==> config.mk <==
export PLATFORM = sky130hd
export DESIGN_NAME = pio_debounced_in_flat
export DESIGN_NICKNAME = d
export VERILOG_FILES = /design/src/rtl/pio_debounced_in_if.sv /design/src/rtl/pio_debounced_in.sv /design/src/flat_wrapper.sv
export SDC_FILE = /design/constraint.sdc
export NUM_CORES = 1
export LEC_CHECK = 0
export CAP_MARGIN = 10
export CELL_PAD_IN_SITES_DETAIL_PLACEMENT = 1
export CELL_PAD_IN_SITES_GLOBAL_PLACEMENT = 1
export CORE_ASPECT_RATIO = 0.9
export CORE_MARGIN = 2
export CORE_UTILIZATION = 40
export DETAILED_ROUTE_END_ITERATION = 12
export GPL_TIMING_DRIVEN = 0
export PLACE_DENSITY_LB_ADDON = 0.12
export SLEW_MARGIN = 20
export SYNTH_ARGS = -nofsm -noshare
export SYNTH_HDL_FRONTEND = slang
export SYNTH_SLANG_ARGS = --single-unit
export TNS_END_PERCENT = 10
==> constraint.sdc <==
create_clock -name clk -period 2.5 [get_ports clk]
set_clock_uncertainty 0.15 [all_clocks]
set_input_delay 0.375 -clock clk [delete_from_list [all_inputs] [get_ports clk]]
set_output_delay 0.375 -clock clk [all_outputs]
set_load 0.05 [all_outputs]
==> src/rtl/pio_debounced_in_if.sv <==
// Avalon-MM slave bus bundle for the debounced input PIO.
// Latency: wires only; readdata is registered inside the slave.
// Backpressure: none, the slave accepts every access in a single clock.
interface pio_debounced_in_if;
  logic [1:0]  address;
  logic        chipselect;
  logic        write_n;
  logic [31:0] writedata;
  logic [31:0] readdata;
  logic        irq;

  modport master (
    output address, chipselect, write_n, writedata,
    input  readdata, irq
  );

  modport slave (
    input  address, chipselect, write_n, writedata,
    output readdata, irq
  );
endinterface

==> src/rtl/pio_debounced_in.sv <==
// Debounced input PIO: synchroniser, per-bit debounce, edge capture, masked irq.
// Latency: SYNC_STAGES+DEBOUNCE_CYCLES clocks to stable; capture +1; readdata 1 clock.
// Backpressure: none; every bus access completes in one clock, no wait states.
module pio_debounced_in #(
  parameter int WIDTH           = 8,
  parameter int SYNC_STAGES     = 2,
  parameter int DEBOUNCE_CYCLES = 50000
) (
  input  logic             clk,
  input  logic             reset_n,
  input  logic [WIDTH-1:0] in_port,
  pio_debounced_in_if.slave bus
);

  localparam int CW = $clog2(DEBOUNCE_CYCLES + 1);
  localparam logic [CW-1:0] CNT_MAX = CW'(DEBOUNCE_CYCLES - 1);

  localparam logic [1:0] ADDR_DATA = 2'd0;
  localparam logic [1:0] ADDR_MODE = 2'd1;
  localparam logic [1:0] ADDR_MASK = 2'd2;
  localparam logic [1:0] ADDR_CAPT = 2'd3;

  logic [WIDTH-1:0] sync_q [SYNC_STAGES];
  logic [WIDTH-1:0] synced;
  logic [CW-1:0]    cnt_q  [WIDTH];
  logic [WIDTH-1:0] stable_q;
  logic [WIDTH-1:0] stable_d;
  logic [1:0]       edge_mode_q;
  logic [WIDTH-1:0] irq_mask_q;
  logic [WIDTH-1:0] edge_capture_q;
  logic [WIDTH-1:0] rise;
  logic [WIDTH-1:0] fall;
  logic [WIDTH-1:0] ev;
  logic [WIDTH-1:0] clr;
  logic             wr_en;
  logic [31:0]      rd_mux;
  logic             unused_bits;

  // Only the low WIDTH (or 2) bits of writedata carry meaning.
  assign unused_bits = ^bus.writedata;

  assign wr_en  = bus.chipselect && !bus.write_n;
  assign synced = sync_q[SYNC_STAGES-1];

  // Multi-flop synchroniser chain for the raw asynchronous inputs.
  always_ff @(posedge clk or negedge reset_n) begin
    if (!reset_n) begin
      for (int k = 0; k < SYNC_STAGES; k++) sync_q[k] <= '0;
    end else begin
      sync_q[0] <= in_port;
      for (int k = 1; k < SYNC_STAGES; k++) sync_q[k] <= sync_q[k-1];
    end
  end

  // Per-bit debounce: a new level must persist DEBOUNCE_CYCLES clocks; any return restarts.
  always_ff @(posedge clk or negedge reset_n) begin
    if (!reset_n) begin
      stable_q <= '0;
      for (int i = 0; i < WIDTH; i++) cnt_q[i] <= '0;
    end else begin
      for (int i = 0; i < WIDTH; i++) begin
        if (synced[i] == stable_q[i]) begin
          cnt_q[i] <= '0;
        end else if (cnt_q[i] == CNT_MAX) begin
          stable_q[i] <= synced[i];
          cnt_q[i]    <= '0;
        end else begin
          cnt_q[i] <= cnt_q[i] + 1'b1;
        end
      end
    end
  end

  // Edge selection from the debounced level and its one-clock-old copy.
  always_comb begin
    rise = stable_q & ~stable_d;
    fall = ~stable_q & stable_d;
    case (edge_mode_q)
      2'd1:    ev = fall;
      2'd2:    ev = rise | fall;
      default: ev = rise;
    endcase
  end

  assign clr = (wr_en && bus.address == ADDR_CAPT) ? bus.writedata[WIDTH-1:0] : '0;

  // Control registers and edge capture; a same-clock event beats a W1C clear.
  always_ff @(posedge clk or negedge reset_n) begin
    if (!reset_n) begin
      stable_d       <= '0;
      edge_mode_q    <= 2'd0;
      irq_mask_q     <= '0;
      edge_capture_q <= '0;
    end else begin
      stable_d       <= stable_q;
      edge_capture_q <= (edge_capture_q & ~clr) | ev;
      if (wr_en && bus.address == ADDR_MODE) edge_mode_q <= bus.writedata[1:0];
      if (wr_en && bus.address == ADDR_MASK) irq_mask_q  <= bus.writedata[WIDTH-1:0];
    end
  end

  // Read mux, zero-extended to the 32-bit bus.
  always_comb begin
    rd_mux = 32'd0;
    case (bus.address)
      ADDR_DATA: rd_mux = 32'(stable_q);
      ADDR_MODE: rd_mux = 32'(edge_mode_q);
      ADDR_MASK: rd_mux = 32'(irq_mask_q);
      ADDR_CAPT: rd_mux = 32'(edge_capture_q);
      default:   rd_mux = 32'd0;
    endcase
  end

  // readdata is re-registered every clock, independent of chipselect.
  always_ff @(posedge clk or negedge reset_n) begin
    if (!reset_n) bus.readdata <= 32'd0;
    else          bus.readdata <= rd_mux;
  end

  assign bus.irq = |(edge_capture_q & irq_mask_q);

endmodule
==> src/flat_wrapper.sv <==
// flat-port wrapper written by rule: the top's interface ports become plain ports
module pio_debounced_in_flat 
#(
  parameter int WIDTH           = 8,
  parameter int SYNC_STAGES     = 2,
  parameter int DEBOUNCE_CYCLES = 50000
)
  (clk, reset_n, in_port, bus_address, bus_chipselect, bus_write_n, bus_writedata, bus_readdata, bus_irq);
  pio_debounced_in_if bus_i ();
  input  logic clk;
  input  logic reset_n;
  input  logic [WIDTH-1:0] in_port;
  input wire logic [$bits(bus_i.address)-1:0] bus_address;
  input wire logic [$bits(bus_i.chipselect)-1:0] bus_chipselect;
  input wire logic [$bits(bus_i.write_n)-1:0] bus_write_n;
  input wire logic [$bits(bus_i.writedata)-1:0] bus_writedata;
  output wire logic [$bits(bus_i.readdata)-1:0] bus_readdata;
  output wire logic [$bits(bus_i.irq)-1:0] bus_irq;
  assign bus_i.address = bus_address;
  assign bus_i.chipselect = bus_chipselect;
  assign bus_i.write_n = bus_write_n;
  assign bus_i.writedata = bus_writedata;
  assign bus_readdata = bus_i.readdata;
  assign bus_irq = bus_i.irq;
  pio_debounced_in #(.WIDTH(WIDTH), .SYNC_STAGES(SYNC_STAGES), .DEBOUNCE_CYCLES(DEBOUNCE_CYCLES)) u_core (.clk(clk), .reset_n(reset_n), .in_port(in_port), .bus(bus_i));
endmodule
==> reports/summary.txt <==
Longest Clk Path Bufs -> 2
critical path launch point -> u_core.cnt_q[0]$_DFF_PN0_
die span in x -> 161.8 um
Clock Sinks -> 186
worst vdd ir -> 0.0003556 V
GRT Residual Overflow -> 0
share of cells above drive strength 1 -> 9.599%
pwr dens -> 634.0 nW/um2
initial antenna violation count -> 1
reg-to-reg endpoint -> u_core.cnt_q[9]$_DFF_PN0_
outcome -> finished clean
compound-gate portion of the synthesized area -> 3.964%
endpoints failing hold -> 0
hold slack -> 0.1962 ns
min cycle time layout -> 2.243 ns
critical path class -> register to register
root buf cell -> clkbuf_16
Nets -> 1008
dpl cell area -> 9776 um2
H-tree levels -> 4
largest net degree at the start of global routing -> 95
post-synthesis mux area share -> 3.266%
drt via density -> 5.009
CTS clk-pin slew, worst paths -> 0.07 ns
fin. max-slew vios -> 0
Critical Path AT -> 2.40 ns
dpl cells -> 1207
FP Rows -> 51
Filler Cell Count -> 2446
CP endpoint -> u_core.cnt_q[9]$_DFF_PN0_
vias in the first global route -> 6507
fmax -> 0.4458 GHz
IO Count -> 79
post-synthesis simple-gate area fraction -> 21.38%
final setup vio count -> 0
Post-Route WL -> 19170 um
GRT Total Usage -> 17.21%
Netlist cell types -> 43
initial DRC count -> 264
PortBufs -> 30
Max-slew headroom -> 61.99%
Core Util, Final -> 47.66%
CP max stage cell -> clkbuf_1
DRC -> 0
die area -> 23630 um2
TritonCTS Buffers -> 17
Buf/Inv on CP -> 1
largest family of logic cells by synthesized area -> simple AND/OR/NAND/NOR gates
Core ar. -> 21820 um2
Synth Register Bits -> 186
Setup WS post-layout -> 0.2567 ns
chip height -> 146.0 um
worst hold path class -> register to register
TritonRoute pass-1 iters -> 4
CTS tree -> done
clk_lat worst skew -> 0.43 ns
kind of start point of the critical path -> register
Crit. path cell count -> 6
Slew @ Worst Pin -> 0.5625 ns
via count -> 6206
Final Non-Filler Cells -> 1239
Max-Cap Viols -> 0
Adder-Cell Fraction of Synth Area -> 3.629%
Syn Area/Cell -> 10.41 um2
first-pass GRT wire length -> 32950 um
crit-path cells -> ha_1 -> nand3_1 -> nand4b_1 -> nand2_1 -> clkbuf_1 -> nor2_1
most frequent cells in the layout -> dfrtp_1, nor2_1, xnor2_1, nand2_1, nand3_1
RSZ-0062 raised after global routing -> false
Initial Util -> 41.08%
commonest non-fill, non-tap cell in the layout -> dfrtp_1
Post-Syn Area -> 8965 um2
Post-Syn Instances -> 861
cell family with most CP delay -> simple AND/OR/NAND/NOR gates
worst-case reg-to-reg path depth -> 6
slowest stage delay, CP -> 0.41 ns
hold path cells -> 0
Post-Synth XOR/XNOR Area -> 11.24%
Final period util -> 89.73%
pre-CTS WS -> -0.1461 ns
post-CTS setup buffers -> 0
DR WL/cell -> 15.47 um
worst-path maximum fanout -> 10
Crit. End Element -> register
Post-DRT Antenna Nets -> 0
r2r setup slk -> 0.26 ns
post-synthesis sequential area ratio -> 51.92%
synthesis-to-finish area growth -> 16.02%
warnings from Yosys -> 0
Critical R2R Launch -> u_core.cnt_q[0]$_DFF_PN0_
DP HPWL -> 13120 um
worst path required time -> 2.65 ns
Final Cell Area -> 10400 um2
Final GP Congestion -> 0.7723
Leak -> 4.319 nW
ant diodes -> 0
## routing by layer
layer	part of all wire [%]	vias up	global-route usage, %
li1	-	3056	-
met1	49	3096	23.58
met2	48	39	27.96
met3	2.1	13	3.551
met4	0.90	2	4.469
met5	0.068	-	0
## logic make-up (layout without fill, tap and decap cells)
| logic type | Yosys count | after routing |
|---|---|---|
| XOR/XNOR | 115 | 115 |
| AND/OR/NAND/NOR | 386 | 386 |
| buffers and inverters | 82 | 146 |
| flip-flops | 186 | 186 |
| AO/OA/AOI/OAI | 41 | 41 |
| other | 1 | 24 |
| multiplexers | 24 | 24 |
| adder cells (fa/ha/maj) | 26 | 26 |
## worst min-delay path by stage
stage | startpoint | to
floorplan | reset_n | u_core.bus.readdata[0]$_DFF_PN0_
global route | u_core.sync_q[15]$_DFF_PN0_ | u_core.synced[7]$_DFF_PN0_
finish | u_core.sync_q[15]$_DFF_PN0_ | u_core.synced[7]$_DFF_PN0_
global placement | u_core.sync_q[15]$_DFF_PN0_ | u_core.synced[7]$_DFF_PN0_
detailed placement | u_core.sync_q[14]$_DFF_PN0_ | u_core.synced[6]$_DFF_PN0_
CTS | u_core.sync_q[15]$_DFF_PN0_ | u_core.synced[7]$_DFF_PN0_
## synth_stat cells
cell / count / share of area [%]
a21oi_1: 13 / 0.73
ha_1: 26 / 3.6
nor2b_1: 2 / 0.14
and4b_1: 1 / 0.11
mux2_2: 14 / 1.8
mux2_4: 2 / 0.33
o41ai_4: 4 / 1.2
nand3_1: 43 / 2.4
or3_1: 1 / 0.070
or4_1: 4 / 0.33
nor4bb_1: 9 / 1.0
buf_2: 3 / 0.17
or4_4: 2 / 0.25
nor2_1: 144 / 6.0
nand3_2: 1 / 0.11
nand2_1: 55 / 2.3
or2_2: 1 / 0.070
and2_1: 2 / 0.14
conb_1: 1 / 0.042
and3_2: 2 / 0.17
nor4_1: 33 / 2.3
a221o_1: 8 / 0.89
inv_1: 41 / 1.7
dfrtp_1: 186 / 52
mux2i_1: 6 / 0.67
nand4_1: 36 / 2.5
and4_1: 1 / 0.098
nand2b_1: 8 / 0.56
buf_1: 1 / 0.042
o31ai_1: 4 / 0.33
nor4b_1: 3 / 0.29
nand4b_1: 1 / 0.098
buf_4: 26 / 2.2
or3_4: 2 / 0.25
and3b_1: 1 / 0.098
and3_1: 10 / 0.70
o21ai_0: 8 / 0.45
xor2_1: 25 / 2.4
clkbuf_1: 11 / 0.46
mux4_2: 2 / 0.50
xnor2_1: 90 / 8.8
nor3_1: 24 / 1.3
a22oi_1: 4 / 0.33
## flip-flops by register name (all words and copies together) (netlist names)
register               count
u_core.bus.readdata        8
u_core.synced              8
u_core.cnt_q             128
u_core.edge_capture_q      8
u_core.edge_mode_q         2
u_core.stable_q            8
u_core.irq_mask_q          8
u_core.sync_q              8
u_core.stable_d            8
## repair_timing
action | 4_1_cts | 5_1_grt
hold endpoints to repair | 92 | 0
hold buffers | 1 | 0
gates resized for setup | 1 | 0
endpoints found under the setup margin | 1 | 0
## report_power, final
group	internal [mW]	switching [mW]
logic	0.184	0.363
clock network	1.70	1.17
registers	3.10	0.0746
total	4.98	1.61
## per-stage QoR
stage,power (mW),setup TNS (ns)
finish,6.594,0
floorplan,3.551,0
CTS,6.699,0
detailed placement,3.788,-2.115
global route,6.865,0
global placement,3.768,-1336.73
## final cells by class
type	count	area [um2]	area share, %
clock buffers	20	446.7	4.294
inverters	41	153.9	1.480
multi-input cells	616	3988	38.34
repair buffers	33	369.1	3.549
well taps	291	364.1	3.501
clock inverters	11	170.2	1.636
flip-flops and latches	186	4654	44.75
plain buffers	41	255.2	2.454
(Power assumes the default switching activity.)
